**config.mk**
```make
export PLATFORM = sky130hd
export DESIGN_NAME = int_seq
export DESIGN_NICKNAME = d
export VERILOG_FILES = /design/src/rtl/int_seq.sv
export SDC_FILE = /design/constraint.sdc
export NUM_CORES = 1
export LEC_CHECK = 0
export CORE_MARGIN = 2
export CORE_UTILIZATION = 41
export DETAILED_ROUTE_END_ITERATION = 16
export PLACE_DENSITY = 0.86
export SYNTH_ARGS = -nofsm -noshare
export SYNTH_HDL_FRONTEND = slang
export SYNTH_SLANG_ARGS = --single-unit
```
**constraint.sdc**
```tcl
create_clock -name i_clk -period 3.2 [get_ports i_clk]
set_input_delay 0.32 -clock i_clk [delete_from_list [all_inputs] [get_ports i_clk]]
set_output_delay 0.32 -clock i_clk [all_outputs]
set_load 0.02 [all_outputs]
```
**src/rtl/int_seq.sv**
```systemverilog
// rtl/int_seq.sv - 6502 interrupt/reset sequencer: BRK injection, stack push and vector fetch
// Optional feature macro: INT_NMI_HIJACK_EN (late NMI takes over an IRQ/BRK vector)
module int_seq #(
   parameter logic [15:0] VEC_NMI = 16'hFFFA,
   parameter logic [15:0] VEC_RST = 16'hFFFC,
   parameter logic [15:0] VEC_IRQ = 16'hFFFE
) (
   input  logic        i_clk,
   input  logic        i_rst_n,
   input  logic        i_rdy,
   input  logic        i_sync,
   input  logic        i_brk,
   input  logic        i_nmi_n,
   input  logic        i_irq_n,
   input  logic [7:0]  i_pstatus,
   output logic        o_inject,
   output logic        o_seq_active,
   output logic        o_push,
   output logic        o_push_wr,
   output logic [1:0]  o_push_src,
   output logic        o_push_b,
   output logic        o_vec_rd,
   output logic [15:0] o_vec_addr,
   output logic        o_set_i,
   output logic        o_done
);

   typedef enum logic [2:0] {
      S_IDLE, S_T2, S_PCH, S_PCL, S_P, S_VECL, S_VECH
   } state_t;

   typedef enum logic [1:0] {
      K_RST, K_NMI, K_IRQ, K_BRK
   } kind_t;

   state_t      state, state_nxt;
   kind_t       kind, kind_nxt;
   logic        nmi_s1, nmi_s2, irq_s1, irq_s2;
   logic        nmi_pend, nmi_pend_nxt, nmi_fall, nmi_take, nmi_clr;
   logic        irq_req, take_int, vec_latch;
   logic [15:0] vec_base, vec_sel;
   logic        unused_pstatus;

   assign unused_pstatus = ^{i_pstatus[7:3], i_pstatus[1:0]};

   // Pin synchronizers run regardless of i_rdy so no edge is missed while frozen
   always_ff @(posedge i_clk or negedge i_rst_n) begin
      if (!i_rst_n) begin
         nmi_s1 <= 1'b1;
         nmi_s2 <= 1'b1;
         irq_s1 <= 1'b1;
         irq_s2 <= 1'b1;
      end else begin
         nmi_s1 <= i_nmi_n;
         nmi_s2 <= nmi_s1;
         irq_s1 <= i_irq_n;
         irq_s2 <= irq_s1;
      end
   end

   assign nmi_fall  = nmi_s2 & ~nmi_s1;
   assign irq_req   = ~irq_s2 & ~i_pstatus[2];
   assign take_int  = nmi_pend | irq_req;
   assign vec_latch = (state == S_P) & i_rdy;

   always_comb begin
      nmi_take = 1'b0;
      vec_sel  = VEC_IRQ;
      if (kind == K_RST) begin
         vec_sel = VEC_RST;
`ifdef INT_NMI_HIJACK_EN
      end else if (nmi_pend || nmi_fall) begin
`else
      end else if (kind == K_NMI) begin
`endif
         vec_sel  = VEC_NMI;
         nmi_take = 1'b1;
      end
   end

   // A fresh edge consumed by this vector must not re-arm; an edge on top of a pending one still wins
   assign nmi_clr      = vec_latch & nmi_take;
   assign nmi_pend_nxt = (nmi_fall & ~(nmi_clr & ~nmi_pend)) | (nmi_pend & ~nmi_clr);

   always_ff @(posedge i_clk or negedge i_rst_n) begin
      if (!i_rst_n) begin
         nmi_pend <= 1'b0;
         vec_base <= 16'h0000;
      end else begin
         nmi_pend <= nmi_pend_nxt;
         if (vec_latch)
            vec_base <= vec_sel;
      end
   end

   always_ff @(posedge i_clk or negedge i_rst_n) begin
      if (!i_rst_n) begin
         state <= S_T2;
         kind  <= K_RST;
      end else begin
         state <= state_nxt;
         kind  <= kind_nxt;
      end
   end

   always_comb begin
      state_nxt = state;
      kind_nxt  = kind;
      if (i_rdy) begin
         case (state)
            S_IDLE: begin
               if (i_sync) begin
                  if (take_int) begin
                     state_nxt = S_T2;
                     kind_nxt  = nmi_pend ? K_NMI : K_IRQ;
                  end else if (i_brk) begin
                     state_nxt = S_T2;
                     kind_nxt  = K_BRK;
                  end
               end
            end
            S_T2:    state_nxt = S_PCH;
            S_PCH:   state_nxt = S_PCL;
            S_PCL:   state_nxt = S_P;
            S_P:     state_nxt = S_VECL;
            S_VECL:  state_nxt = S_VECH;
            S_VECH:  state_nxt = S_IDLE;
            default: state_nxt = S_IDLE;
         endcase
      end
   end

   always_comb begin
      o_inject     = (state == S_IDLE) & i_sync & i_rdy & take_int;
      o_seq_active = (state != S_IDLE);
      o_push       = 1'b0;
      o_push_src   = 2'd0;
      o_push_b     = 1'b0;
      o_vec_rd     = 1'b0;
      o_vec_addr   = 16'h0000;
      o_set_i      = 1'b0;
      o_done       = 1'b0;
      case (state)
         S_PCH: o_push = 1'b1;
         S_PCL: begin
            o_push     = 1'b1;
            o_push_src = 2'd1;
         end
         S_P: begin
            o_push     = 1'b1;
            o_push_src = 2'd2;
            o_push_b   = (kind == K_BRK);
         end
         S_VECL: begin
            o_vec_rd   = 1'b1;
            o_vec_addr = vec_base;
         end
         S_VECH: begin
            o_vec_rd   = 1'b1;
            o_vec_addr = vec_base + 16'd1;
            o_set_i    = 1'b1;
            o_done     = 1'b1;
         end
         default: ;
      endcase
      o_push_wr = o_push & (kind != K_RST);
   end

endmodule
```
; Yosys cells after proc, flatten, opt, wreduce, memory -nomap -nowiden
; Cells that the tools add are included.
[totals]
reg_bits = 26
latchBits = 0
ram_bits = 0
rom_bits = 0
input_bits = 15
word_cells = 64
mem_count = 0
[op_classes]
n_addsub = 1
n_mul = 0
n_div = 0
order_cmp = 0
eq_ne = 10
n_shift = 0
mux = 17
n_bitwise = 19
n_reduce_logical = 9
[ops]
columns = op, n
row1 = 16-bit one-hot mux with 2 select lines, 1
row2 = 3-bit one-hot mux with 6 select lines, 1
row3 = 16-bit by 1-bit adder with 16-bit output (second input constant), 1
row4 = 3-bit two-way mux, 5
row5 = 1-bit AND, 11
row6 = 3-bit == test (second input constant), 3
row7 = 3-bit by 2-bit == test with 1-bit output (second input constant), 2
row8 = 1-bit two-way mux, 6
row9 = 2-bit two-way mux, 3
row10 = 1-bit inverter, 6
row11 = 2-bit one-hot mux with 2 select lines, 1
row12 = 4-bit AND reduction, 1
row13 = 2-bit nonzero test, 2
row14 = 3-bit by 1-bit == test with 1-bit output (second input constant), 1
row15 = 3-bit zero test, 1
row16 = 3-bit != test (second input constant), 1
row17 = 3-bit AND reduction, 1
row18 = 3-bit nonzero test, 1
row19 = 3-bit OR reduction, 1
row20 = 2-bit by 1-bit == test with 1-bit output (second input constant), 1
row21 = 2-bit == test (second input constant), 1
row22 = 2-bit zero test, 1
row23 = 2-bit != test (second input constant), 1
row24 = 1-bit bitwise OR, 2
row25 = 2-bit OR reduction, 1

; Depth between registers and ports, before layout
; Gate-level depths: netlist (run 1).
[depth]
ltp_word = 8
mapped_depth = 4
ltp_nobuf = 3

; Worst setup path after synthesis (run 1)
; No wires, ideal clock.
[synth_timing]
path_type = flip-flop to output port
startpoint = reg state[0]
endpoint = out o_vec_addr[10]
arrival_ps = 1588
path_slack_ps = 1292
path_stages_with_launch = 5
path_cell_list = dfstp_2 > buf_4 > xor2_1 > and3_1 > buf_4
[synth_via]
elab_chain_len = 2
word_cells_on_any_way = 3
classes_between = 2 x eq/ne / 1 x mux
[synth_lines]
columns = item, line
row1 = from (decl), 36  ; state_t state, state_nxt;
row2 = from (signal assigned), 101  ; state <= state_nxt;
row3 = 3-bit == test, 143  ; case (state)
row4 = 16-bit one-hot mux with 2 select lines *, 143
row5 = to (decl), 23  ; output logic [15:0] o_vec_addr,
; Every way passes the cells marked *; elsewhere a longest branch is shown, timed or not.

; Worst setup path after layout (run 1)
[layout_timing]
startpoint = reg state[0]
endpoint = out o_vec_addr[8]
; Same word-level chain as after synthesis.

==> results of run 1 <==
metal layers:
| layer | global-route usage [%] | share of wire [%] | routed length (um) | up-vias |
|---|---|---|---|---|
| met4 | 5.00 | 0 | 0 | 0 |
| met1 | 18.5 | 43 | 606 | 263 |
| met5 | 0 | 0 | 0 | - |
| li1 | - | - | - | 281 |
| met3 | 3.85 | 8.7 | 122 | 0 |
| met2 | 25.5 | 48 | 680 | 35 |
synth_stat cells:
cell type  number  share of area, %
buf_4          16                16
dfrtp_1         8                26
and3_1          6               4.9
dfstp_2         5                17
nor2_1          4               2.0
a21oi_1         3               2.0
a31oi_1         3               2.5
nand2_1         3               1.5
o21a_1          3               3.0
o21ai_0         3               2.0
inv_1           2              0.99
nor3_1          2               1.3
or2_2           2               1.6
a211oi_1        1              0.99
a21o_2          1               1.1
a221oi_1        1               1.1
a41oi_1         1               1.1
and2_1          1              0.82
and4bb_4        1               2.1
buf_6           1               1.5
clkbuf_2        1              0.66
maj3_2          1               1.5
nand3b_2        1               1.5
nor2b_1         1              0.82
nor3_4          1               2.1
nor3b_4         1               2.5
xor2_1          1               1.1
logic make-up (layout without fill, tap and decap cells):
group                      after synthesis  count (layout)  synth area share, %
DFF                                     13              13                 43.5
xor gates and xnor gates                 1               1                 1.15
buffers and inverters                   20              39                 18.9
and+or+nand+nor                         23              23                 21.2
adders and majority gates                1               1                 1.48
AOI/OAI and AO/OA                       16              16                 13.8
registers in the layout (all words and copies together) (netlist names):
name	cells
vec_base	3
state	3
nmi_s1	1
irq_s2	1
nmi_pend	1
irq_s1	1
nmi_s2	1
kind	2
critical path, cell delays in order, from the launching register on:
cell             delay, ns
dfstp_2               0.68
xor2_1                0.25
and3_1                0.41
clkdlybuf4s50_1       0.68
stage by stage:
step | cells | total power [uW] | hold slack (ns) | cell area, um^2
detailed placement | 114 | 1190 | 0.349 | 987
floorplan | 74 | 946 | 0.0244 | 762
global route | 118 | 1370 | 0.367 | 1010
finish | 118 | 1270 | 0.360 | 1010
CTS | 118 | 1290 | 0.360 | 1010
global placement | 114 | 1160 | 0.347 | 987
report_power, final:
part           total [uW]  internal [uW]  switching, uW
sequential            315            220           95.2
combinational         859            431            428
clock                99.7           48.3           51.4
total                1270            700            575
cell type report:
type | count | area [um^2] | area share (%)
clock buffer | 4 | 26.3 | 2.59
inverter | 2 | 7.51 | 0.741
multi-input combinational | 41 | 287 | 28.3
sequential | 13 | 332 | 32.7
tap | 25 | 31.3 | 3.09
timing repair buffer | 33 | 330 | 32.6
worst max-delay path by stage:
stage,from,endpoint,slack [ns],cells past startpoint
floorplan,state[0],o_vec_addr[10],1.29,4
global placement,state[0],o_vec_addr[6],0.94,3
detailed placement,state[0],o_vec_addr[11],0.86,3
CTS,state[0],o_vec_addr[11],0.55,3
global route,state[0],o_vec_addr[15],0.36,3
finish,state[0],o_vec_addr[8],0.59,3
==> flow_metrics.py, run 1 <==
metrics = {
    "worst_hold_path": {
        "hold_start": "irq_s1",
        "hold_path.class": "flip-flop to flip-flop",
        "whs_endpoint": "irq_s2",
        "min_path_cells": 0,
    },
    "setup_path": {
        "r2r-end": "nmi_pend",
        "worst-setup-path-type": "flip-flop to output port",
        "end_kind": "output port",
        "rrSetupSlack_ns": 1.73,
        "rr_startpoint": "state[1]",
        "rr_worst_depth": 3,
        "cp-start-kind": "flip-flop",
        "cp.arrival_ns": 2.29,
        "required_ns": 2.88,
        "path_max_fanout": 13,
    },
    "die": {
        "start_util_pct": 43.7,
        "rows": 15,
        "die_h_um": 47.1,
        "core_mm2": 0.00175,
        "dieWidth_um": 47.1,
        "boundaryPins": 41,
        "die-area_mm2": 0.00222,
    },
    "timing": {
        "max-slew-margin-rel_pct": 61.7,
        "setup_violations": 0,
        "timing.final.crit_period_ns": 2.61,
        "fin_crit_sh_pct": 81.5,
        "setup_ws_ns": 0.592,
        "max_freq_ghz": 0.383,
        "finalHoldViolCount": 0,
        "fin_skew_ns": 0.00428,
        "rsz0062_at_grt": "no",
        "setup_tns_ns": 0,
        "worstMarginPinSlew_ns": 0.572,
        "finalMaxSlewViolations": 0,
    },
    "logic_synthesis": {
        "seq_area_frac_synth_pct": 43.5,
        "syn-instance-count": 74,
        "ys_ff_latch": 13,
        "synth_cell_type_count": 27,
        "avgSynthCellArea_um2": 10.3,
        "synth_nets": 89,
        "ys_warn_count": 0,
        "synth_area_um2": 762,
    },
    "global_route": {
        "overflow": 0,
        "grt_pass1_wl_mm": 2.30,
        "first_global_vias": 512,
        "antenna_found_initial": 0,
        "grt_max_degree": 14,
        "grt_usage_pct": 15.0,
    },
    "clock_tree": {
        "cts-root-buf": "clkbuf_4",
        "cts.path.max_buffers": 2,
        "cts_resized": 0,
        "cts_tree": "yes",
        "clk_transition_reported_paths_ns": 0.08,
        "clock_latency_ns": 0.27,
        "cts_num_sinks": 13,
        "cts_buffers": 3,
        "cts_max_level": 1,
        "postCtsHoldBufs": 0,
        "cts_setup_buffers": 0,
    },
    "finish": {
        "final_common_cell": "clkdlybuf4s50_1",
        "nNetsFinal": 109,
        "drive_gt1_share_pct": 17.2,
        "fillCellCount": 158,
        "areaGrowthSynthToFinish_pct": 33.0,
        "utilization_pct": 58.1,
        "final_cell_mix": "clkdlybuf4s50_1 (33), dfrtp_1 (8), and3_1 (6)",
        "num_antenna_cells": 0,
    },
    "route": {
        "vias": 579,
        "wl_per_cell_um": 11.9,
        "finalWirelength_mm": 1.41,
        "first_iter_violations": 10,
        "dr.pass1.iters": 4,
        "drcViolationCount": 0,
        "ant_nets": 0,
        "via_per_inst": 4.91,
    },
    "placement": {
        "hpwl_mm": 1.10,
        "pre_cts_slack_ns": 0.865,
        "place_congestion": 0.758,
        "port_buffers": 33,
    },
    "run_status": {
        "outcome": "completed",
    },
    "power_and_ir_drop": {
        "peakVddDrop_uv": 510,
        "p_leak_uw": 0.000393,
        "cellPowerDensity_mw_per_mm2": 1260,
    },
    "job": {
        "drv_cap": 0,
    },
}
Power figures use the tool's default switching activity.
==> inputs of run 2 (changes only) <==
CORE_UTILIZATION = 38   (was 41)
PLACE_DENSITY = 0.8   (was 0.86)
clock period = 2.4 ns   (was 3.2 ns; I/O delays follow)
==> run 2 against run 1 <==
Against the previous run:
- register-to-register slack worse by 0.77 ns
- design area is 3.2% higher
- global-route usage is 1.3 points lower
- die area grew 7.2%
- core utilization is 3.6 points lower
- cell count rose by 4.2%
- combinational power is 46% higher
==> flow_metrics.py, run 2 (synthesized netlist as in run 1, its figures left out) <==
metrics = {
    "run_status": {
        "outcome": "completed",
    },
    "clock_tree": {
        "cts_tree": "yes",
        "cts-root-buf": "clkbuf_4",
        "cts_num_sinks": 13,
        "cts.path.max_buffers": 2,
        "clk_transition_reported_paths_ns": 0.08,
        "cts_buffers": 3,
        "cts_max_level": 1,
        "clock_latency_ns": 0.27,
        "postCtsHoldBufs": 0,
    },
    "setup_path": {
        "max_stage_delay_ns": 0.63,
        "path_max_fanout": 13,
        "worst-setup-path-type": "flip-flop to output port",
        "cp.arrival_ns": 2.00,
        "path_buf_inv": 1,
        "rrSetupSlack_ns": 0.96,
        "crit_family": "buffers and inverters",
        "required_ns": 2.16,
        "path_cells": "xor2_1, and3_4, clkdlybuf4s50_1",
        "cp-start-kind": "flip-flop",
        "crit_slowest_cell": "clkdlybuf4s50_1",
        "end_kind": "output port",
    },
    "route": {
        "vias": 617,
        "finalWirelength_mm": 1.52,
        "drcViolationCount": 0,
        "dr.pass1.iters": 4,
        "ant_nets": 0,
        "first_iter_violations": 14,
        "via_per_inst": 5.02,
        "wl_per_cell_um": 12.4,
    },
    "finish": {
        "nNetsFinal": 112,
        "multi_input_area_um2": 292,
        "final_common_cell": "clkdlybuf4s50_1",
        "largestRegisters": "state (3), vec_base (3), kind (2)",
        "num_antenna_cells": 0,
        "drive_gt1_share_pct": 20.8,
        "final_cell_mix": "clkdlybuf4s50_1 (32), dfrtp_1 (8), and3_1 (5), dfstp_2 (5), nor2_1 (4)",
        "utilization_pct": 54.4,
        "regArea_um2": 332,
        "fillCellCount": 191,
        "areaGrowthSynthToFinish_pct": 37.3,
    },
    "die": {
        "die_h_um": 48.8,
        "start_util_pct": 39.6,
        "die-area_mm2": 0.00238,
        "boundaryPins": 41,
        "rows": 16,
        "core_mm2": 0.00192,
        "dieWidth_um": 48.8,
    },
    "worst_hold_path": {
        "hold_path.class": "input pin to async pin",
    },
    "placement": {
        "place_congestion": 0.748,
        "hpwl_mm": 1.21,
        "port_buffers": 33,
    },
    "global_route": {
        "grt_pass1_wl_mm": 2.55,
        "antenna_found_initial": 0,
        "grt_max_degree": 14,
        "overflow": 0,
        "grt_usage_pct": 13.7,
        "first_global_vias": 570,
    },
    "timing": {
        "timing.final.crit_period_ns": 2.24,
        "fin_skew_ns": 0.00561,
        "max-slew-margin-rel_pct": 60.6,
        "rsz0062_at_grt": "no",
        "setup_violations": 0,
        "finalHoldViolCount": 0,
        "worstMarginPinSlew_ns": 0.589,
        "fin_crit_sh_pct": 93.2,
        "setup_tns_ns": 0,
        "finalMaxSlewViolations": 0,
        "max_freq_ghz": 0.447,
    },
    "power_and_ir_drop": {
        "peakVddDrop_uv": 725,
        "p_leak_uw": 0.000424,
        "cellPowerDensity_mw_per_mm2": 1670,
    },
    "job": {
        "drv_cap": 0,
    },
}
## run 2: changes by cell type in the layout (fill, tap and decap cells not counted), sizes merged
| cell | delta |
|---|---|
| buf | +3 |
| clkdlybuf4s50 | -1 |
| dlymetal6s2s | +1 |
## run 2: layout make-up
type	count	share of cell area, %
Timing Repair Buffer	36	34.0
Sequential cell	13	31.7
Multi-Input combinational cell	41	27.9
Tap cell	27	3.23
Clock buffer	4	2.51
Inverter	2	0.718
## run 2: path summary, 6_finish.rpt
path / startpoint / endpoint / cells past startpoint
worst min register to register: irq_s1 / irq_s2 / 0
min in group i_clk: irq_s1 / irq_s2 / 0
max in group asynchronous: i_rst_n / vec_base[1] / 1
worst max register to register: state[0] / nmi_pend / 4
worst max-delay path: state[0] / o_vec_addr[3] / 3
worst min-delay path: i_rst_n / kind[0] / 1
## run 2: through the flow
step	hold slack (ns)	std cells	instance area, um^2	setup WS (ns)	total power (uW)
floorplan	-0.0556	74	762	0.572	1260
global placement	0.347	119	1010	0.356	1580
detailed placement	0.348	119	1010	0.270	1620
CTS	0.348	123	1040	0.0229	1760
global route	0.358	123	1050	0.0377	1860
finish	0.337	123	1050	0.162	1750
## run 2: where the power goes
group	switching (uW)	internal, uW	total [uW]
Sequential	78.9	293	372
Combinational	634	612	1250
Clock	68.1	64.3	132
## run 2: routing by layer
metal / GRT usage (%) / wire length [um] / vias up
li1: - / - / 290
met1: 16.6 / 641 / 289
met4: 4.29 / 0 / 0
met5: 0 / 0 / -
met3: 2.76 / 129 / 0
met2: 24.2 / 751 / 38
## run 2: what timing repair did
item                                    in CTS  in global routing
gates resized for setup                      1                  2
endpoints found under the setup margin      13                 14
gates cloned                                 0                  0
buffers inserted                             0                  0
